## config.mk

```make
export PLATFORM = sky130hd
export DESIGN_NAME = rob_buffer_flat
export DESIGN_NICKNAME = d
export VERILOG_FILES = /design/src/rtl/rob_buffer_if.sv /design/src/rtl/rob_buffer.sv /design/src/flat_wrapper.sv
export SDC_FILE = /design/constraint.sdc
export NUM_CORES = 2
export LEC_CHECK = 0
export ABC_CLOCK_PERIOD_IN_PS = 7300
export CAP_MARGIN = 20
export CORE_UTILIZATION = 25
export DETAILED_ROUTE_END_ITERATION = 7
export SYNTH_ARGS = -nofsm -noshare
export SYNTH_HDL_FRONTEND = slang
export SYNTH_SLANG_ARGS = --single-unit
```

## constraint.sdc

```tcl
create_clock -name clk -period 7.3 [get_ports clk]
set_input_delay 2.19 -clock clk [delete_from_list [all_inputs] [get_ports clk]]
set_output_delay 2.19 -clock clk [all_outputs]
set_load 0.03 [all_outputs]
```

## src/rtl/rob_buffer_if.sv

```systemverilog
// Dispatch, writeback, lookup, commit and flush signals of the reorder buffer.
// The pipeline side drives the master modport; rob_buffer takes the slave modport.
interface rob_buffer_if #(
  parameter int unsigned ROB_ADDR_W = 4,
  parameter int unsigned INFO_W     = 128,
  parameter int unsigned DATA_W     = 32
);
  logic                  flush;
  logic                  rob_can_write;
  logic [ROB_ADDR_W-1:0] rob_write_addr;
  logic                  rob_write_en;
  logic                  reg_write_en_in;
  logic [4:0]            reg_write_addr_in;
  logic [INFO_W-1:0]     info_in;
  logic                  wb_en;
  logic [ROB_ADDR_W-1:0] wb_id;
  logic [DATA_W-1:0]     wb_data;
  logic [ROB_ADDR_W-1:0] lookup_id_1;
  logic [ROB_ADDR_W-1:0] lookup_id_2;
  logic                  lookup_done_1;
  logic                  lookup_done_2;
  logic [DATA_W-1:0]     lookup_data_1;
  logic [DATA_W-1:0]     lookup_data_2;
  logic                  commit_valid;
  logic                  commit_ready;
  logic [ROB_ADDR_W-1:0] commit_id;
  logic                  commit_reg_write_en;
  logic [4:0]            commit_reg_write_addr;
  logic [DATA_W-1:0]     commit_data;
  logic [INFO_W-1:0]     commit_info;
  logic                  empty;

  modport slave (
    input  flush, rob_write_en, reg_write_en_in, reg_write_addr_in, info_in,
           wb_en, wb_id, wb_data, lookup_id_1, lookup_id_2, commit_ready,
    output rob_can_write, rob_write_addr, lookup_done_1, lookup_done_2,
           lookup_data_1, lookup_data_2, commit_valid, commit_id,
           commit_reg_write_en, commit_reg_write_addr, commit_data, commit_info, empty
  );

  modport master (
    output flush, rob_write_en, reg_write_en_in, reg_write_addr_in, info_in,
           wb_en, wb_id, wb_data, lookup_id_1, lookup_id_2, commit_ready,
    input  rob_can_write, rob_write_addr, lookup_done_1, lookup_done_2,
           lookup_data_1, lookup_data_2, commit_valid, commit_id,
           commit_reg_write_en, commit_reg_write_addr, commit_data, commit_info, empty
  );
endinterface

```

## src/rtl/rob_buffer.sv

```systemverilog
// Reorder buffer: in-order dispatch at the tail, out-of-order writeback,
// in-order commit from the head, two bypassed operand lookup ports.
module rob_buffer #(
  parameter int unsigned ROB_ADDR_W = 4,
  parameter int unsigned INFO_W     = 128,
  parameter int unsigned DATA_W     = 32
) (
  input logic         clk,
  input logic         rst,
  rob_buffer_if.slave bus
);
  localparam int unsigned DEPTH = 2 ** ROB_ADDR_W;
  localparam int unsigned PTR_W = ROB_ADDR_W + 1;

  logic [DEPTH-1:0]      r_valid;
  logic [DEPTH-1:0]      r_done;
  logic [DEPTH-1:0]      r_rwe;
  logic [4:0]            r_rwa  [DEPTH];
  logic [DATA_W-1:0]     r_data [DEPTH];
  logic [INFO_W-1:0]     r_info [DEPTH];
  logic [PTR_W-1:0]      r_head;
  logic [PTR_W-1:0]      r_tail;

  logic [ROB_ADDR_W-1:0] w_head_idx;
  logic [ROB_ADDR_W-1:0] w_tail_idx;
  logic                  w_full;
  logic                  w_empty;
  logic                  w_wr;
  logic                  w_wb;
  logic                  w_commit_valid;
  logic                  w_commit;

  // Pointers carry an extra wrap bit to tell full from empty.
  assign w_head_idx     = r_head[ROB_ADDR_W-1:0];
  assign w_tail_idx     = r_tail[ROB_ADDR_W-1:0];
  assign w_full         = (w_head_idx == w_tail_idx) && (r_head[ROB_ADDR_W] != r_tail[ROB_ADDR_W]);
  assign w_empty        = (r_head == r_tail);
  assign w_wr           = bus.rob_write_en && !w_full;
  assign w_wb           = bus.wb_en && r_valid[bus.wb_id];
  assign w_commit_valid = r_valid[w_head_idx] && r_done[w_head_idx];
  assign w_commit       = w_commit_valid && bus.commit_ready;

  // Control state; flush wins over dispatch, writeback and commit.
  always_ff @(posedge clk or negedge rst) begin
    if (!rst) begin
      r_valid <= '0;
      r_done  <= '0;
      r_head  <= '0;
      r_tail  <= '0;
    end else if (bus.flush) begin
      r_valid <= '0;
      r_done  <= '0;
      r_head  <= '0;
      r_tail  <= '0;
    end else begin
      if (w_commit) begin
        r_valid[w_head_idx] <= 1'b0;
        r_done[w_head_idx]  <= 1'b0;
        r_head              <= r_head + PTR_W'(1);
      end
      if (w_wb) begin
        r_done[bus.wb_id] <= 1'b1;
      end
      if (w_wr) begin
        r_valid[w_tail_idx] <= 1'b1;
        r_done[w_tail_idx]  <= 1'b0;
        r_tail              <= r_tail + PTR_W'(1);
      end
    end
  end

  // Payload storage is qualified by valid/done, so it needs no reset.
  always_ff @(posedge clk) begin
    if (w_wr) begin
      r_rwe[w_tail_idx]  <= bus.reg_write_en_in;
      r_rwa[w_tail_idx]  <= bus.reg_write_addr_in;
      r_info[w_tail_idx] <= bus.info_in;
    end
    if (w_wb) begin
      r_data[bus.wb_id] <= bus.wb_data;
    end
  end

  assign bus.rob_can_write  = !w_full;
  assign bus.rob_write_addr = w_tail_idx;
  assign bus.empty          = w_empty;

  assign bus.commit_valid          = w_commit_valid;
  assign bus.commit_id             = w_head_idx;
  assign bus.commit_reg_write_en   = r_rwe[w_head_idx];
  assign bus.commit_reg_write_addr = r_rwa[w_head_idx];
  assign bus.commit_data           = r_data[w_head_idx];
  assign bus.commit_info           = r_info[w_head_idx];

  // w_wb already implies the written entry is valid, so a hit is a live result.
  assign bus.lookup_done_1 = (w_wb && (bus.wb_id == bus.lookup_id_1)) ||
                             (r_valid[bus.lookup_id_1] && r_done[bus.lookup_id_1]);
  assign bus.lookup_data_1 = (w_wb && (bus.wb_id == bus.lookup_id_1)) ? bus.wb_data
                                                                       : r_data[bus.lookup_id_1];
  assign bus.lookup_done_2 = (w_wb && (bus.wb_id == bus.lookup_id_2)) ||
                             (r_valid[bus.lookup_id_2] && r_done[bus.lookup_id_2]);
  assign bus.lookup_data_2 = (w_wb && (bus.wb_id == bus.lookup_id_2)) ? bus.wb_data
                                                                       : r_data[bus.lookup_id_2];
endmodule
```

## src/flat_wrapper.sv

```systemverilog
// flat-port wrapper written by rule: the top's interface ports become plain ports
module rob_buffer_flat 
#(
  parameter int unsigned ROB_ADDR_W = 4,
  parameter int unsigned INFO_W     = 128,
  parameter int unsigned DATA_W     = 32
)
  (clk, rst, bus_flush, bus_rob_write_en, bus_reg_write_en_in, bus_reg_write_addr_in, bus_info_in, bus_wb_en, bus_wb_id, bus_wb_data, bus_lookup_id_1, bus_lookup_id_2, bus_commit_ready, bus_rob_can_write, bus_rob_write_addr, bus_lookup_done_1, bus_lookup_done_2, bus_lookup_data_1, bus_lookup_data_2, bus_commit_valid, bus_commit_id, bus_commit_reg_write_en, bus_commit_reg_write_addr, bus_commit_data, bus_commit_info, bus_empty);
  rob_buffer_if #(.ROB_ADDR_W(ROB_ADDR_W), .INFO_W(INFO_W), .DATA_W(DATA_W)) bus_i ();
  input logic clk;
  input logic rst;
  input wire logic [$bits(bus_i.flush)-1:0] bus_flush;
  input wire logic [$bits(bus_i.rob_write_en)-1:0] bus_rob_write_en;
  input wire logic [$bits(bus_i.reg_write_en_in)-1:0] bus_reg_write_en_in;
  input wire logic [$bits(bus_i.reg_write_addr_in)-1:0] bus_reg_write_addr_in;
  input wire logic [$bits(bus_i.info_in)-1:0] bus_info_in;
  input wire logic [$bits(bus_i.wb_en)-1:0] bus_wb_en;
  input wire logic [$bits(bus_i.wb_id)-1:0] bus_wb_id;
  input wire logic [$bits(bus_i.wb_data)-1:0] bus_wb_data;
  input wire logic [$bits(bus_i.lookup_id_1)-1:0] bus_lookup_id_1;
  input wire logic [$bits(bus_i.lookup_id_2)-1:0] bus_lookup_id_2;
  input wire logic [$bits(bus_i.commit_ready)-1:0] bus_commit_ready;
  output wire logic [$bits(bus_i.rob_can_write)-1:0] bus_rob_can_write;
  output wire logic [$bits(bus_i.rob_write_addr)-1:0] bus_rob_write_addr;
  output wire logic [$bits(bus_i.lookup_done_1)-1:0] bus_lookup_done_1;
  output wire logic [$bits(bus_i.lookup_done_2)-1:0] bus_lookup_done_2;
  output wire logic [$bits(bus_i.lookup_data_1)-1:0] bus_lookup_data_1;
  output wire logic [$bits(bus_i.lookup_data_2)-1:0] bus_lookup_data_2;
  output wire logic [$bits(bus_i.commit_valid)-1:0] bus_commit_valid;
  output wire logic [$bits(bus_i.commit_id)-1:0] bus_commit_id;
  output wire logic [$bits(bus_i.commit_reg_write_en)-1:0] bus_commit_reg_write_en;
  output wire logic [$bits(bus_i.commit_reg_write_addr)-1:0] bus_commit_reg_write_addr;
  output wire logic [$bits(bus_i.commit_data)-1:0] bus_commit_data;
  output wire logic [$bits(bus_i.commit_info)-1:0] bus_commit_info;
  output wire logic [$bits(bus_i.empty)-1:0] bus_empty;
  assign bus_i.flush = bus_flush;
  assign bus_i.rob_write_en = bus_rob_write_en;
  assign bus_i.reg_write_en_in = bus_reg_write_en_in;
  assign bus_i.reg_write_addr_in = bus_reg_write_addr_in;
  assign bus_i.info_in = bus_info_in;
  assign bus_i.wb_en = bus_wb_en;
  assign bus_i.wb_id = bus_wb_id;
  assign bus_i.wb_data = bus_wb_data;
  assign bus_i.lookup_id_1 = bus_lookup_id_1;
  assign bus_i.lookup_id_2 = bus_lookup_id_2;
  assign bus_i.commit_ready = bus_commit_ready;
  assign bus_rob_can_write = bus_i.rob_can_write;
  assign bus_rob_write_addr = bus_i.rob_write_addr;
  assign bus_lookup_done_1 = bus_i.lookup_done_1;
  assign bus_lookup_done_2 = bus_i.lookup_done_2;
  assign bus_lookup_data_1 = bus_i.lookup_data_1;
  assign bus_lookup_data_2 = bus_i.lookup_data_2;
  assign bus_commit_valid = bus_i.commit_valid;
  assign bus_commit_id = bus_i.commit_id;
  assign bus_commit_reg_write_en = bus_i.commit_reg_write_en;
  assign bus_commit_reg_write_addr = bus_i.commit_reg_write_addr;
  assign bus_commit_data = bus_i.commit_data;
  assign bus_commit_info = bus_i.commit_info;
  assign bus_empty = bus_i.empty;
  rob_buffer #(.ROB_ADDR_W(ROB_ADDR_W), .INFO_W(INFO_W), .DATA_W(DATA_W)) u_core (.clk(clk), .rst(rst), .bus(bus_i));
endmodule
```

==> flow_summary.toml <==
[outcome]
status = "finished with violations"
violations = "DRC"

[worst_setup_path]
slowest_stage = "clkdlybuf4s50_1"
path_max_fanout = 5
cpPeakStageDelay_ns = 0.68
critPathRequiredTime_ns = 5.11
worst-path-buf-inv = 3
start_kind = "input pin"
timing.rr.start = "u_core.r_head[1]$_DFFE_PN0P_"
path_cells = "clkdlybuf4s50_1, buf_4, mux4_1, nand4b_1, and4_4, nor2_4, mux2_2, clkdlybuf4s50_1"
critPathCaptureType = "output port"
crit_arrival_ns = 4.86
cpMostUsedCell = "clkdlybuf4s50_1"
critPathLaunch = "bus_wb_id[0]"
crit_family = "buffers and inverters"
worstSetupPathType = "input pin to output port"

[clocking]
clock_path_buffers = 4
clk_pin_slew_ns = 0.06
clk-insertion-delay-late_ns = 0.92
ctsResizeCount = 0
cts_hold_buffers = 0
cts_sinks = 2698
numCtsBuffers = 299
cts_root_buf = "clkbuf_16"
htreeDepth = 5
cts_tree = "done"
cts_setup_buffers = 0

[power]
power_density_nw_per_um2 = 249
p_seq_frac = 0.517
ir_worst_vdd_mv = 0.211
leakage_uw = 0.0398
comb_power_share = 0.048
net-switching-power_uw = 7200
p_int_uw = 26100
swShare = 0.216
p_clk_frac = 0.435

[die]
die_height_um = 668
initial_core_util = 0.251
core_um2 = 441000
rows = 244
dieArea_um2 = 446000
ioPinCount = 427
die_w_um = 668

[route]
drt_iter0_drc = 5604
routed_wl_mm = 299
wl_met1_mm = 121
ant_nets = 0
post-route-drc-count = 136
wl_met3_mm = 22.2
wl_met2_mm = 148
top_layer = "met5"
vias = 53300
first_pass_iters = 8
wire_per_inst_um = 26.6
via_per_inst = 4.74

[sta]
setup_tns_ns = 0
fin_skew_ns = 0.0801
final.min_clock_period_ns = 7.05
setup_viol = 0
slew_violations = 0
timing.slew.headroom = 0.334
fin_crit_sh = 0.965
tightest_slew_ns = 0.999
rsz0062_at_grt = "no"
hold_viol_final = 0
max_freq_mhz = 142

[synthesis]
syn_inst = 4446
syn-num-nets = 4638
yosysSeqAreaShare = 0.729
ys_warn_count = 0
postSynthAreaPerCell_um2 = 24.9
synth_edf_count = 2656
yosys-top-cells-count = "edfxtp_1 (2656), mux4_2 (1166), clkbuf_1 (143), buf_2 (70), dfrtp_1 (42)"
synth_most_common_cell = "edfxtp_1"
async_reset_ff_frac = 0.0156
synth-seq-cells = 2698
synthesis.area_um2 = 111000
synth.area.top_cells = "edfxtp_1 (72%), mux4_2 (24%), dfrtp_1 (0.95%)"
ys.flop_type = "edfxtp_1"
synth_top_area_share = 0.720
synth.distinct_cells = 51
synth_top_cell_by_area = "edfxtp_1"

[grt]
grt_max_degree = 87
antenna_found_initial = 38
grt_use_total = 0.131
grt_pass1_wl_mm = 423
grt_pass1_vias = 55700
grt_overflow = 0

[final_layout]
fin_nets = 5285
syn2layout_area_growth_pct = 20.5
layout.cells.non_filler = 11200
drive_above_1_share = 0.371

[worst_hold_path]
hold_class = "register to register"
min_from = "u_core.r_done[11]$_DFF_PN0_"

[place]
gp_congestion = 0.775
io_buffers = 426
dp_hpwl_mm = 170
dp_cells = 10700

[run]
maxCapViolations = 0
==> registers in the layout, indices dropped and copies added, names as in the netlist <==
register        count
u_core.r_rwa       80
u_core.r_done      16
u_core.r_head       5
u_core.r_info    2048
u_core.r_data     512
u_core.r_valid     16
u_core.r_rwe       16
u_core.r_tail       5
==> final timing paths <==
path	cells after the start	endpoint	slack [ns]
setup / recovery	8	bus_lookup_data_2[22]	0.25
hold / removal	2	u_core.r_done[11]$_DFF_PN0_	0.56
setup reg to reg	7	u_core.r_info[0][71]$_DFFE_PP_	3.14
hold reg to reg	2	u_core.r_done[11]$_DFF_PN0_	0.56
max in group asynchronous	1	u_core.r_head[2]$_DFFE_PN0P_	5.05
min in group asynchronous	1	u_core.r_tail[3]$_DFFE_PN0P_	1.50
==> final cells by class <==
type / instances / area (um^2)
well taps: 5904 / 7390
fillers: 42200 / 308000
inverters: 21 / 191
clock buffers: 370 / 7890
clock inverters: 169 / 1510
multi-input cells: 1434 / 28600
repair buffers: 639 / 7090
diodes: 13 / 32.5
flip-flops and latches: 2698 / 80800
==> layer usage <==
metal,track usage,up-vias
li1,-,21200
met1,0.172,29400
met2,0.219,2197
met3,0.0280,515
met4,0.0332,26
met5,0,-
==> layout by cell type (no fill, tap or decap), types with 25 or more instances in the layout <==
cell                n
mux4_2           1166
edfxtp_1         2656
mux2_2             25
dfrtp_1            39
clkinv_2           44
clkinv_1           70
clkdlybuf4s50_1   338
clkbuf_1           64
nand2_1            27
clkbuf_16         305
buf_4             181
mux2_4             36
buf_12            114
==> worst register-to-register path, stage by stage (launching register included) <==
cell,delay (ns)
dfrtp_4,0.81
buf_12,0.35
xnor2_1,0.13
nand4_1,0.32
o21a_1,0.54
nand3_1,0.43
inv_8,0.66
buf_12,0.58
==> logic make-up (layout without fill, tap and decap cells) <==
| family | after synthesis | after routing | synth area share |
|---|---|---|---|
| mux | 1236 | 1236 | 0.245 |
| fa+ha+maj | 8 | 8 | 0.000903 |
| buf+inv | 314 | 1199 | 0.0137 |
| flops | 2698 | 2698 | 0.729 |
| compound gates | 77 | 77 | 0.00534 |
| xor+xnor | 16 | 16 | 0.00126 |
| other cells | 0 | 13 | 0 |
| simple gates | 97 | 97 | 0.00432 |
==> power by group through the flow <==
stage	registers (uW)	clock network [uW]	logic [uW]
2_1_floorplan	17500	0	756
3_3_place_gp	17500	0	1580
3_5_place_dp	17500	0	1610
4_1_cts	17200	14800	1610
5_1_grt	17200	15400	1670
6_report	17200	14500	1590
==> through the flow <==
step / worst slack (ns) / instance area (um^2) / utilization / total power (uW) / hold slack (ns)
after floorplan: 0.974 / 111000 / - / 18300 / 0.524
after global placement: 0.219 / 124000 / 0.281 / 19100 / 0.546
after detailed placement: 0.221 / 124000 / 0.281 / 19100 / 0.549
after CTS: 0.218 / 134000 / 0.302 / 33700 / 0.556
after global routing: 0.165 / 134000 / 0.303 / 34300 / 0.586
final: 0.252 / 134000 / 0.303 / 33300 / 0.563
Power figures use the tool's default switching activity.
